===== src/rtl/game_flow_if.sv =====
// Game flow bus: control pulses from the input/debounce logic into the
// sequencer and the display fields from the sequencer out to the pixel generator.
interface game_flow_if;
    logic       start;
    logic       pause;
    logic       hit0;
    logic       hit1;
    logic       theme_btn;
    logic [3:0] state;
    logic [3:0] score0;
    logic [3:0] score1;
    logic [3:0] cnt0;
    logic [1:0] theme;

    // Upstream side: drives the pulses and observes the display fields.
    modport master (
        output start, pause, hit0, hit1, theme_btn,
        input  state, score0, score1, cnt0, theme
    );

    // Sequencer side.
    modport slave (
        input  start, pause, hit0, hit1, theme_btn,
        output state, score0, score1, cnt0, theme
    );
endinterface


===== src/rtl/game_flow_ctrl.sv =====
// game_flow_ctrl: game-level sequencer feeding the VGA pixel generator.
// Flow: idle -> blank -> countdown -> stage1..3 (with pause) -> win/lose -> finish.
// Optional feature: define THEME_CYCLE_EN to let theme_btn toggle the colour
// theme between 0 and 1; without it theme is tied to 0.
module game_flow_ctrl #(
    parameter int TICK_DIV   = 100000000,
    parameter int CNT_START  = 3,
    parameter int WIN_SCORE  = 9,
    parameter int STAGE2_PTS = 3,
    parameter int STAGE3_PTS = 6,
    parameter int HOLD_TICKS = 3
) (
    input  logic         clk,
    input  logic         rst,
    game_flow_if.slave   bus
);

    localparam int TW = (TICK_DIV > 1) ? $clog2(TICK_DIV) : 1;
    localparam int HW = (HOLD_TICKS > 1) ? $clog2(HOLD_TICKS) : 1;

    localparam logic [TW-1:0] TCNT_LAST = TW'(TICK_DIV - 1);
    localparam logic [HW-1:0] HOLD_LAST = HW'(HOLD_TICKS - 1);
    localparam logic [3:0]    CNT_INIT  = 4'(CNT_START);
    localparam logic [3:0]    WIN_S     = 4'(WIN_SCORE);
    localparam logic [3:0]    STAGE2_S  = 4'(STAGE2_PTS);
    localparam logic [3:0]    STAGE3_S  = 4'(STAGE3_PTS);

    typedef enum logic [3:0] {
        ST_RST    = 4'd0,
        ST_BRST   = 4'd1,
        ST_BPLAY  = 4'd2,
        ST_STAGE1 = 4'd3,
        ST_STAGE2 = 4'd4,
        ST_STAGE3 = 4'd5,
        ST_PMODE  = 4'd6,
        ST_WIN    = 4'd7,
        ST_LOSE   = 4'd8,
        ST_FINISH = 4'd9
    } state_e;

    state_e        state_q, state_d;
    state_e        saved_q, saved_d;
    logic [3:0]    score0_q, score0_d;
    logic [3:0]    score1_q, score1_d;
    logic [3:0]    cnt0_q, cnt0_d;
    logic [1:0]    theme_q, theme_d;
    logic [TW-1:0] tcnt_q, tcnt_d;
    logic [HW-1:0] hcnt_q, hcnt_d;

    logic          tick_s;
    logic [3:0]    score0_new_s;
    logic [3:0]    score1_new_s;

    // Score digit increment that sticks at 9 so the display never shows >9.
    function automatic logic [3:0] sat_inc(input logic [3:0] v, input logic en);
        if (en && (v < 4'd9)) begin
            return v + 4'd1;
        end else begin
            return v;
        end
    endfunction

    assign tick_s       = (tcnt_q == TCNT_LAST);
    assign score0_new_s = sat_inc(score0_q, bus.hit0);
    assign score1_new_s = sat_inc(score1_q, bus.hit1);

    // Next-state, score, countdown and phase-timer logic.
    always_comb begin
        state_d  = state_q;
        saved_d  = saved_q;
        score0_d = score0_q;
        score1_d = score1_q;
        cnt0_d   = cnt0_q;
        hcnt_d   = hcnt_q;
        tcnt_d   = tcnt_q;

        case (state_q)
            ST_RST: begin
                if (bus.start) begin
                    state_d  = ST_BRST;
                    score0_d = 4'd0;
                    score1_d = 4'd0;
                end else begin
                    state_d = ST_RST;
                end
            end
            ST_BRST: begin
                if (tick_s) begin
                    state_d = ST_BPLAY;
                    cnt0_d  = CNT_INIT;
                end else begin
                    state_d = ST_BRST;
                end
            end
            ST_BPLAY: begin
                if (!tick_s) begin
                    state_d = ST_BPLAY;
                end else if (cnt0_q > 4'd1) begin
                    cnt0_d = cnt0_q - 4'd1;
                end else begin
                    cnt0_d  = 4'd0;
                    state_d = ST_STAGE1;
                end
            end
            ST_STAGE1, ST_STAGE2, ST_STAGE3: begin
                // Pause wins over hits arriving in the same cycle; those hits are lost.
                if (bus.pause) begin
                    saved_d = state_q;
                    state_d = ST_PMODE;
                end else begin
                    score0_d = score0_new_s;
                    score1_d = score1_new_s;
                    if (score0_new_s == WIN_S) begin
                        state_d = ST_WIN;
                    end else if (score1_new_s == WIN_S) begin
                        state_d = ST_LOSE;
                    end else if ((state_q == ST_STAGE1) && (score0_new_s >= STAGE2_S)) begin
                        state_d = ST_STAGE2;
                    end else if ((state_q == ST_STAGE2) && (score0_new_s >= STAGE3_S)) begin
                        state_d = ST_STAGE3;
                    end else begin
                        state_d = state_q;
                    end
                end
            end
            ST_PMODE: begin
                if (bus.pause) begin
                    state_d = saved_q;
                end else begin
                    state_d = ST_PMODE;
                end
            end
            ST_WIN, ST_LOSE: begin
                if (!tick_s) begin
                    state_d = state_q;
                end else if (hcnt_q == HOLD_LAST) begin
                    state_d = ST_FINISH;
                end else begin
                    hcnt_d = hcnt_q + 1'b1;
                end
            end
            ST_FINISH: begin
                if (bus.start) begin
                    state_d = ST_RST;
                end else begin
                    state_d = ST_FINISH;
                end
            end
            default: begin
                state_d = ST_RST;
            end
        endcase

        // Each phase is timed in whole ticks from its entry edge.
        if (state_d != state_q) begin
            tcnt_d = '0;
            hcnt_d = '0;
        end else if (tick_s) begin
            tcnt_d = '0;
        end else begin
            tcnt_d = tcnt_q + 1'b1;
        end
    end

    // Colour theme selection.
    always_comb begin
`ifdef THEME_CYCLE_EN
        theme_d = {1'b0, theme_q[0] ^ bus.theme_btn};
`else
        theme_d = 2'b00;
`endif
    end

`ifndef THEME_CYCLE_EN
    logic unused_theme_btn_s;
    assign unused_theme_btn_s = bus.theme_btn;
`endif

    // State and output registers with synchronous reset.
    always_ff @(posedge clk) begin
        if (rst) begin
            state_q  <= ST_RST;
            saved_q  <= ST_STAGE1;
            score0_q <= 4'd0;
            score1_q <= 4'd0;
            cnt0_q   <= 4'd0;
            theme_q  <= 2'b00;
            tcnt_q   <= '0;
            hcnt_q   <= '0;
        end else begin
            state_q  <= state_d;
            saved_q  <= saved_d;
            score0_q <= score0_d;
            score1_q <= score1_d;
            cnt0_q   <= cnt0_d;
            theme_q  <= theme_d;
            tcnt_q   <= tcnt_d;
            hcnt_q   <= hcnt_d;
        end
    end

    assign bus.state  = state_q;
    assign bus.score0 = score0_q;
    assign bus.score1 = score1_q;
    assign bus.cnt0   = cnt0_q;
    assign bus.theme  = theme_q;

endmodule


===== src/flat_wrapper.sv =====
// flat-port wrapper written by rule: the top's interface ports become plain ports
module game_flow_ctrl_flat 
#(
    parameter int TICK_DIV   = 100000000,
    parameter int CNT_START  = 3,
    parameter int WIN_SCORE  = 9,
    parameter int STAGE2_PTS = 3,
    parameter int STAGE3_PTS = 6,
    parameter int HOLD_TICKS = 3
)
  (clk, rst, bus_start, bus_pause, bus_hit0, bus_hit1, bus_theme_btn, bus_state, bus_score0, bus_score1, bus_cnt0, bus_theme);
  game_flow_if bus_i ();
  input  logic clk;
  input  logic rst;
  input wire logic [$bits(bus_i.start)-1:0] bus_start;
  input wire logic [$bits(bus_i.pause)-1:0] bus_pause;
  input wire logic [$bits(bus_i.hit0)-1:0] bus_hit0;
  input wire logic [$bits(bus_i.hit1)-1:0] bus_hit1;
  input wire logic [$bits(bus_i.theme_btn)-1:0] bus_theme_btn;
  output wire logic [$bits(bus_i.state)-1:0] bus_state;
  output wire logic [$bits(bus_i.score0)-1:0] bus_score0;
  output wire logic [$bits(bus_i.score1)-1:0] bus_score1;
  output wire logic [$bits(bus_i.cnt0)-1:0] bus_cnt0;
  output wire logic [$bits(bus_i.theme)-1:0] bus_theme;
  assign bus_i.start = bus_start;
  assign bus_i.pause = bus_pause;
  assign bus_i.hit0 = bus_hit0;
  assign bus_i.hit1 = bus_hit1;
  assign bus_i.theme_btn = bus_theme_btn;
  assign bus_state = bus_i.state;
  assign bus_score0 = bus_i.score0;
  assign bus_score1 = bus_i.score1;
  assign bus_cnt0 = bus_i.cnt0;
  assign bus_theme = bus_i.theme;
  game_flow_ctrl #(.TICK_DIV(TICK_DIV), .CNT_START(CNT_START), .WIN_SCORE(WIN_SCORE), .STAGE2_PTS(STAGE2_PTS), .STAGE3_PTS(STAGE3_PTS), .HOLD_TICKS(HOLD_TICKS)) u_core (.clk(clk), .rst(rst), .bus(bus_i));
endmodule

===== config.mk =====
export PLATFORM = sky130hd
export DESIGN_NAME = game_flow_ctrl_flat
export DESIGN_NICKNAME = d
export VERILOG_FILES = /design/src/rtl/game_flow_if.sv /design/src/rtl/game_flow_ctrl.sv /design/src/flat_wrapper.sv
export SDC_FILE = /design/constraint.sdc
export NUM_CORES = 1
export LEC_CHECK = 0
export CELL_PAD_IN_SITES_DETAIL_PLACEMENT = 0
export CELL_PAD_IN_SITES_GLOBAL_PLACEMENT = 1
export CORE_ASPECT_RATIO = 1.2
export CORE_MARGIN = 10
export CORE_UTILIZATION = 45
export DETAILED_ROUTE_END_ITERATION = 16
export PLACE_DENSITY_LB_ADDON = 0.1
export SETUP_SLACK_MARGIN = 0.05
export SLEW_MARGIN = 20
export SYNTH_ARGS = -nofsm -noshare
export SYNTH_HDL_FRONTEND = slang
export SYNTH_SLANG_ARGS = --single-unit

===== constraint.sdc =====
create_clock -name clk -period 3.55 [get_ports clk]
set_input_delay 0.71 -clock clk [delete_from_list [all_inputs] [get_ports clk]]
set_output_delay 0.71 -clock clk [all_outputs]
set_load 0.1 [all_outputs]

==> results.json, run 1 <==
{
  "ir_worst_vdd_mv": 0.142,
  "ioPinCount": 25,
  "drtIter0Drc": 96,
  "drc": 0,
  "hold_buffers": 0,
  "synth.ff_latch_count": 49,
  "diodes": 0,
  "yosysTopAreaCell": "dfxtp_1",
  "dp_hpwl_um": 5250,
  "synth_edf_count": 0,
  "finalSetupViolations": 0,
  "clock-root-buffer": "clkbuf_8",
  "tritoncts": "built",
  "required_ns": 3.77,
  "start_util": 0.461,
  "wl_um": 7140,
  "yosysMostFrequentCell": "dfxtp_1",
  "gr-usage-met1": 0.158,
  "post-cts-setup-buffer-count": 0,
  "fin_crit_sh": 0.891,
  "cts_made_buffers": 5,
  "die_h_um": 111,
  "cts-resized-gates": 0,
  "netlist_top_cells_count": "49 x dfxtp_1, 33 x nor2_1, 23 x nand2_1",
  "avgSynthCellArea_um2": 8.62,
  "grtUsageMet3": 0.0282,
  "p_leak_nw": 1.13,
  "skew_ns": 0.00771,
  "portBuffers": 21,
  "row_count": 33,
  "synth_top_area_frac": 0.313,
  "status": "completed",
  "gr-total-overflow": 0,
  "power.density_mw_per_mm2": 282,
  "grt_pass1_wl_um": 12600,
  "critical_path.cell_chain": "inv_1 > ha_1 > or4b_1 > a2111oi_2 > or2_2 > a2111oi_1 > buf_4 > a2111oi_4 > nand4_1 > buf_12 > nor4_2",
  "timing.hold.ws_ns": 0.478,
  "clk_pin_slew_ns": 0.10,
  "dp.cells": 463,
  "critPathKind": "flop to flop",
  "stdcell_count": 471,
  "utilization": 0.516,
  "firstDrtPassIters": 4,
  "crit_path_end_kind": "flop",
  "antenna_found_initial": 0,
  "routedWlPerCell_um": 15.2,
  "die-width_um": 96.2,
  "max_slew_margin": 0.351,
  "numClockSinks": 49,
  "yosys.cell_types.count": 70,
  "core_area_mm2": 0.00681,
  "fin_nets": 398,
  "hold_class": "flop to flop",
  "syn_area_mm2": 0.00314,
  "syn_to_final_growth_pct": 12.1,
  "report.final.slew_viol_count": 0,
  "grt-busiest-layer": "met2",
  "first_global_vias": 2681,
  "synthTopCellsByArea": "dfxtp_1 31%, nor4_2 6.4%, xor2_1 5.0%",
  "grt_setup_unrepaired": "no",
  "syn-instance-count": 364,
  "max_stage_delay_ns": 0.49,
  "synth-main-ff-cell": "dfxtp_1",
  "total_power_mw": 0.993,
  "ys_async_sr_fraction": 0,
  "gp_congestion": 0.810,
  "dr_total_vias": 2703,
  "die_area_mm2": 0.0107,
  "clockBufferDepth": 2,
  "grtUsageMet2": 0.251,
  "yosysWarnings": 0,
  "grt.total_usage": 0.139,
  "worstMarginPinSlew_ns": 0.970,
  "crit_path_start_kind": "flop",
  "crit_arrival_ns": 3.38,
  "via_per_inst": 5.74,
  "cap_violations": 0,
  "slowest_stage": "or4b_1",
  "insertion_delay_ns": 0.31,
  "tns_ns": 0,
  "hold_viol_final": 0,
  "antenna_left": 0,
  "drive_above_1_share": 0.188,
  "cp_max_fo": 29,
  "layout_min_cycle_time_ns": 3.16,
  "seq_area_frac_synth": 0.313,
  "htreeDepth": 2,
  "clock.fmax_mhz": 316,
  "grt_max_degree": 30
}
## sequential cells by signal (all words and copies together) (netlist names)
register	cells
u_core.bus.state	4
u_core.bus.cnt0	4
u_core.bus.score1	4
u_core.bus.score0	4
u_core.tcnt_q	27
u_core.hcnt_q	2
u_core.saved_q	4
## cells by family after synthesis
| family | after synthesis | share of synthesized area |
|---|---|---|
| AO/OA/AOI/OAI | 75 | 0.166 |
| XOR/XNOR | 26 | 0.0726 |
| adder cells (fa/ha/maj) | 8 | 0.0319 |
| buffers and inverters | 31 | 0.0474 |
| flip-flops | 49 | 0.313 |
| multiplexers | 2 | 0.00638 |
| other | 1 | 0.00120 |
| AND/OR/NAND/NOR | 172 | 0.362 |
## per-stage QoR
stage | area [µm²] | worst slack [ns]
after global routing | 3520 | 0.132
after global placement | 3420 | 0.202
after floorplan | 3140 | 0.0718
final | 3520 | 0.389
after detailed placement | 3420 | 0.164
after CTS | 3520 | 0.371
## cells in the final DEF, fill, tap and decap left out, drive strengths merged, types with 7 or more instances in the layout
master         count
inv               12
xnor2              8
o21ai             16
nor3              18
a21oi             18
and3               8
nand2b            11
nand2             23
nor2              33
nand4             12
nand3             12
nor2b              7
ha                 8
buf               22
xor2              18
nor4              18
clkdlybuf4s50      9
dfxtp             49
## cell type report
type	count	area, µm²
Clock buffer	5	68.8
Inverter	11	41.3
Multi-Input combinational cell	285	2020
Timing Repair Buffer	31	268
Tap cell	87	109
Clock inverter	3	26.3
Sequential cell	49	982
Fill cell	677	3290
## power by group
group,leakage (nW),switching [mW],internal [mW]
clock network,0.0423,0.204,0.144
logic,0.694,0.0566,0.0295
registers,0.396,0.00643,0.552
total,1.13,0.267,0.725
## final timing paths
check / startpoint / end / cells after the start / slack (ns)
min: u_core.hcnt_q[1] / u_core.hcnt_q[1] / 2 / 0.48
max reg2reg: u_core.bus.score1[1] / u_core.tcnt_q[8] / 11 / 0.39
max: u_core.bus.score1[1] / u_core.tcnt_q[8] / 11 / 0.39
min reg2reg: u_core.hcnt_q[1] / u_core.hcnt_q[1] / 2 / 0.48
## worst max-delay path, delay by kind of cell, from the launching register on
kind                       cells  cell delay [ns]
adders and majority gates      1             0.29
AOI/OAI and AO/OA              3             0.73
buffers and inverters          3             0.46
DFF                            1             0.43
and+or+nand+nor                4             1.16
## per-layer routing
layer,part of all wire,up-vias
met2,0.54,34
met5,0,-
met3,0.027,7
met1,0.42,1289
li1,-,1373
met4,0.011,0
(Power assumes the default switching activity.)
==> run 2: changes to the inputs <==
--- a/config.mk
+++ b/config.mk
@@ -9,7 +9,7 @@
 export CELL_PAD_IN_SITES_GLOBAL_PLACEMENT = 1
 export CORE_ASPECT_RATIO = 1.2
 export CORE_MARGIN = 10
-export CORE_UTILIZATION = 45
+export CORE_UTILIZATION = 48
 export DETAILED_ROUTE_END_ITERATION = 16
 export PLACE_DENSITY_LB_ADDON = 0.1
 export SETUP_SLACK_MARGIN = 0.05
==> constraint.sdc (replaced) <==
create_clock -name clk -period 4 [get_ports clk]
set_input_delay 0.8 -clock clk [delete_from_list [all_inputs] [get_ports clk]]
set_output_delay 0.8 -clock clk [all_outputs]
set_load 0.1 [all_outputs]
==> results.json, run 2 (same netlist as run 1, synthesis figures left out) <==
{
  "dp.cells": 460,
  "insertion_delay_ns": 0.30,
  "drtIter0Drc": 76,
  "die_area_mm2": 0.0102,
  "finalSetupViolations": 0,
  "max_stage_delay_ns": 0.66,
  "clock.fmax_mhz": 302,
  "portBuffers": 21,
  "start_util": 0.490,
  "hold_buffers": 0,
  "dr_total_vias": 2700,
  "cts-resized-gates": 0,
  "antenna_left": 0,
  "power.density_mw_per_mm2": 278,
  "drive_above_1_share": 0.151,
  "hold_class": "flop to flop",
  "clk_pin_slew_ns": 0.10,
  "tritoncts": "built",
  "critPathKind": "primary input to flop",
  "rrSetupSlack_ns": 0.78,
  "clockBufferDepth": 2,
  "hold_path_end": "u_core.hcnt_q[1]",
  "first_global_vias": 2664,
  "cp_max_fo": 29,
  "fin_crit_sh": 0.827,
  "drc": 0,
  "required_ns": 4.22,
  "die_h_um": 109,
  "clock-root-buffer": "clkbuf_8",
  "tns_ns": 0,
  "holdPathStages": 2,
  "gr-total-overflow": 0,
  "via_per_inst": 5.77,
  "r2r_cells": 11,
  "die-width_um": 93.8,
  "wl_um": 7210,
  "stdcell_count": 468,
  "cts_made_buffers": 5,
  "status": "completed",
  "slowest_stage": "clkdlybuf4s50_1",
  "largest_reg_flops": 27,
  "crit_path_start_kind": "primary input",
  "antenna_found_initial": 0,
  "utilization": 0.561,
  "final_common_cell": "dfxtp_1",
  "max_slew_margin": 0.344,
  "timing.hold.ws_ns": 0.483,
  "layout_min_cycle_time_ns": 3.31,
  "skew_ns": 0.00559,
  "post-cts-setup-buffer-count": 0,
  "htreeDepth": 2,
  "fin_nets": 397,
  "crit_path_end_kind": "flop",
  "syn_to_final_growth_pct": 14.5,
  "grt_max_degree": 30,
  "layout_common_cells": "49 x dfxtp_1, 33 x nor2_1, 23 x nand2_1, 21 x clkdlybuf4s50_1",
  "grt.total_usage": 0.148,
  "r2r-start": "u_core.bus.score1[0]",
  "p_leak_nw": 1.13,
  "cap_violations": 0,
  "ir_worst_vdd_mv": 0.128,
  "crit_arrival_ns": 3.53,
  "grt_setup_unrepaired": "no",
  "row_count": 32,
  "min_from": "u_core.hcnt_q[1]",
  "grt_pass1_wl_um": 12600,
  "firstDrtPassIters": 4,
  "numClockSinks": 49,
  "report.final.slew_viol_count": 0,
  "dp_hpwl_um": 5230,
  "critical_path.cell_chain": "clkdlybuf4s50_1 > nor4bb_1 > o21ai_0 > o31ai_1 > nor3_1 > a311oi_1 > buf_4 > o21ai_4 > buf_12 > nor4_2",
  "regToRegEndpoint": "u_core.tcnt_q[7]",
  "routedWlPerCell_um": 15.4,
  "hold_viol_final": 0,
  "ioPinCount": 25,
  "worstMarginPinSlew_ns": 0.981,
  "top_register": "u_core.tcnt_q",
  "diodes": 0,
  "core_area_mm2": 0.00641,
  "gp_congestion": 0.810
}
run 2: changes by cell type in the layout (fill, tap and decap cells not counted):
cell             change
buf_12               +1
buf_4               -14
bufinv_16            +2
clkdlybuf4s50_1     +12
clkinvlp_4           -2
dfxtp_1              +1
dfxtp_2              -1
inv_6                +1
inv_8                -1
run 2: how the worst max path moves through the flow:
stage | startpoint | to | slack, ns | cells past startpoint
after floorplan | u_core.bus.score1[0] | u_core.hcnt_q[0] | 0.44 | 11
after global placement | bus_hit0 | u_core.tcnt_q[5] | 0.44 | 10
after detailed placement | bus_hit0 | u_core.tcnt_q[7] | 0.40 | 10
after CTS | bus_hit0 | u_core.tcnt_q[7] | 0.72 | 10
after global routing | bus_hit0 | u_core.tcnt_q[20] | 0.55 | 10
final | bus_hit0 | u_core.tcnt_q[7] | 0.69 | 10
run 2: layout make-up:
cell class | instances | area, µm²
repair buffers | 30 | 303
fillers | 635 | 2810
flip-flops and latches | 49 | 981
clock inverters | 3 | 68.8
multi-input cells | 285 | 2020
inverters | 11 | 41.3
well taps | 85 | 106
clock buffers | 5 | 68.8
run 2: per-stage QoR:
stage | worst slack (ns) | power (mW) | instance area [µm²]
2_1_floorplan | 0.441 | 0.566 | 3140
3_3_place_gp | 0.438 | 0.583 | 3450
3_5_place_dp | 0.400 | 0.583 | 3450
4_1_cts | 0.724 | 1.01 | 3590
5_1_grt | 0.545 | 1.04 | 3590
6_report | 0.691 | 0.998 | 3590
run 2: report_power, final:
group | internal [mW] | leakage [nW] | switching, mW
Clock | 0.252 | 0.0687 | 0.174
Combinational | 0.0252 | 0.667 | 0.0505
Sequential | 0.490 | 0.395 | 0.00579
run 2: layer usage:
| metal | vias up | GRT usage | wire [µm] |
|---|---|---|---|
| met5 | - | 0 | 0 |
| li1 | 1368 | - | - |
| met1 | 1289 | 0.164 | 3050 |
| met4 | 0 | 0.0533 | 129 |
| met3 | 13 | 0.0368 | 260 |
| met2 | 30 | 0.264 | 3770 |
run 2: worst max-delay path, delay by kind of cell:
family / cells / cell delay [ns]
AOI/OAI and AO/OA: 4 / 1.03
and+or+nand+nor: 3 / 0.66
buffers and inverters: 3 / 1.02
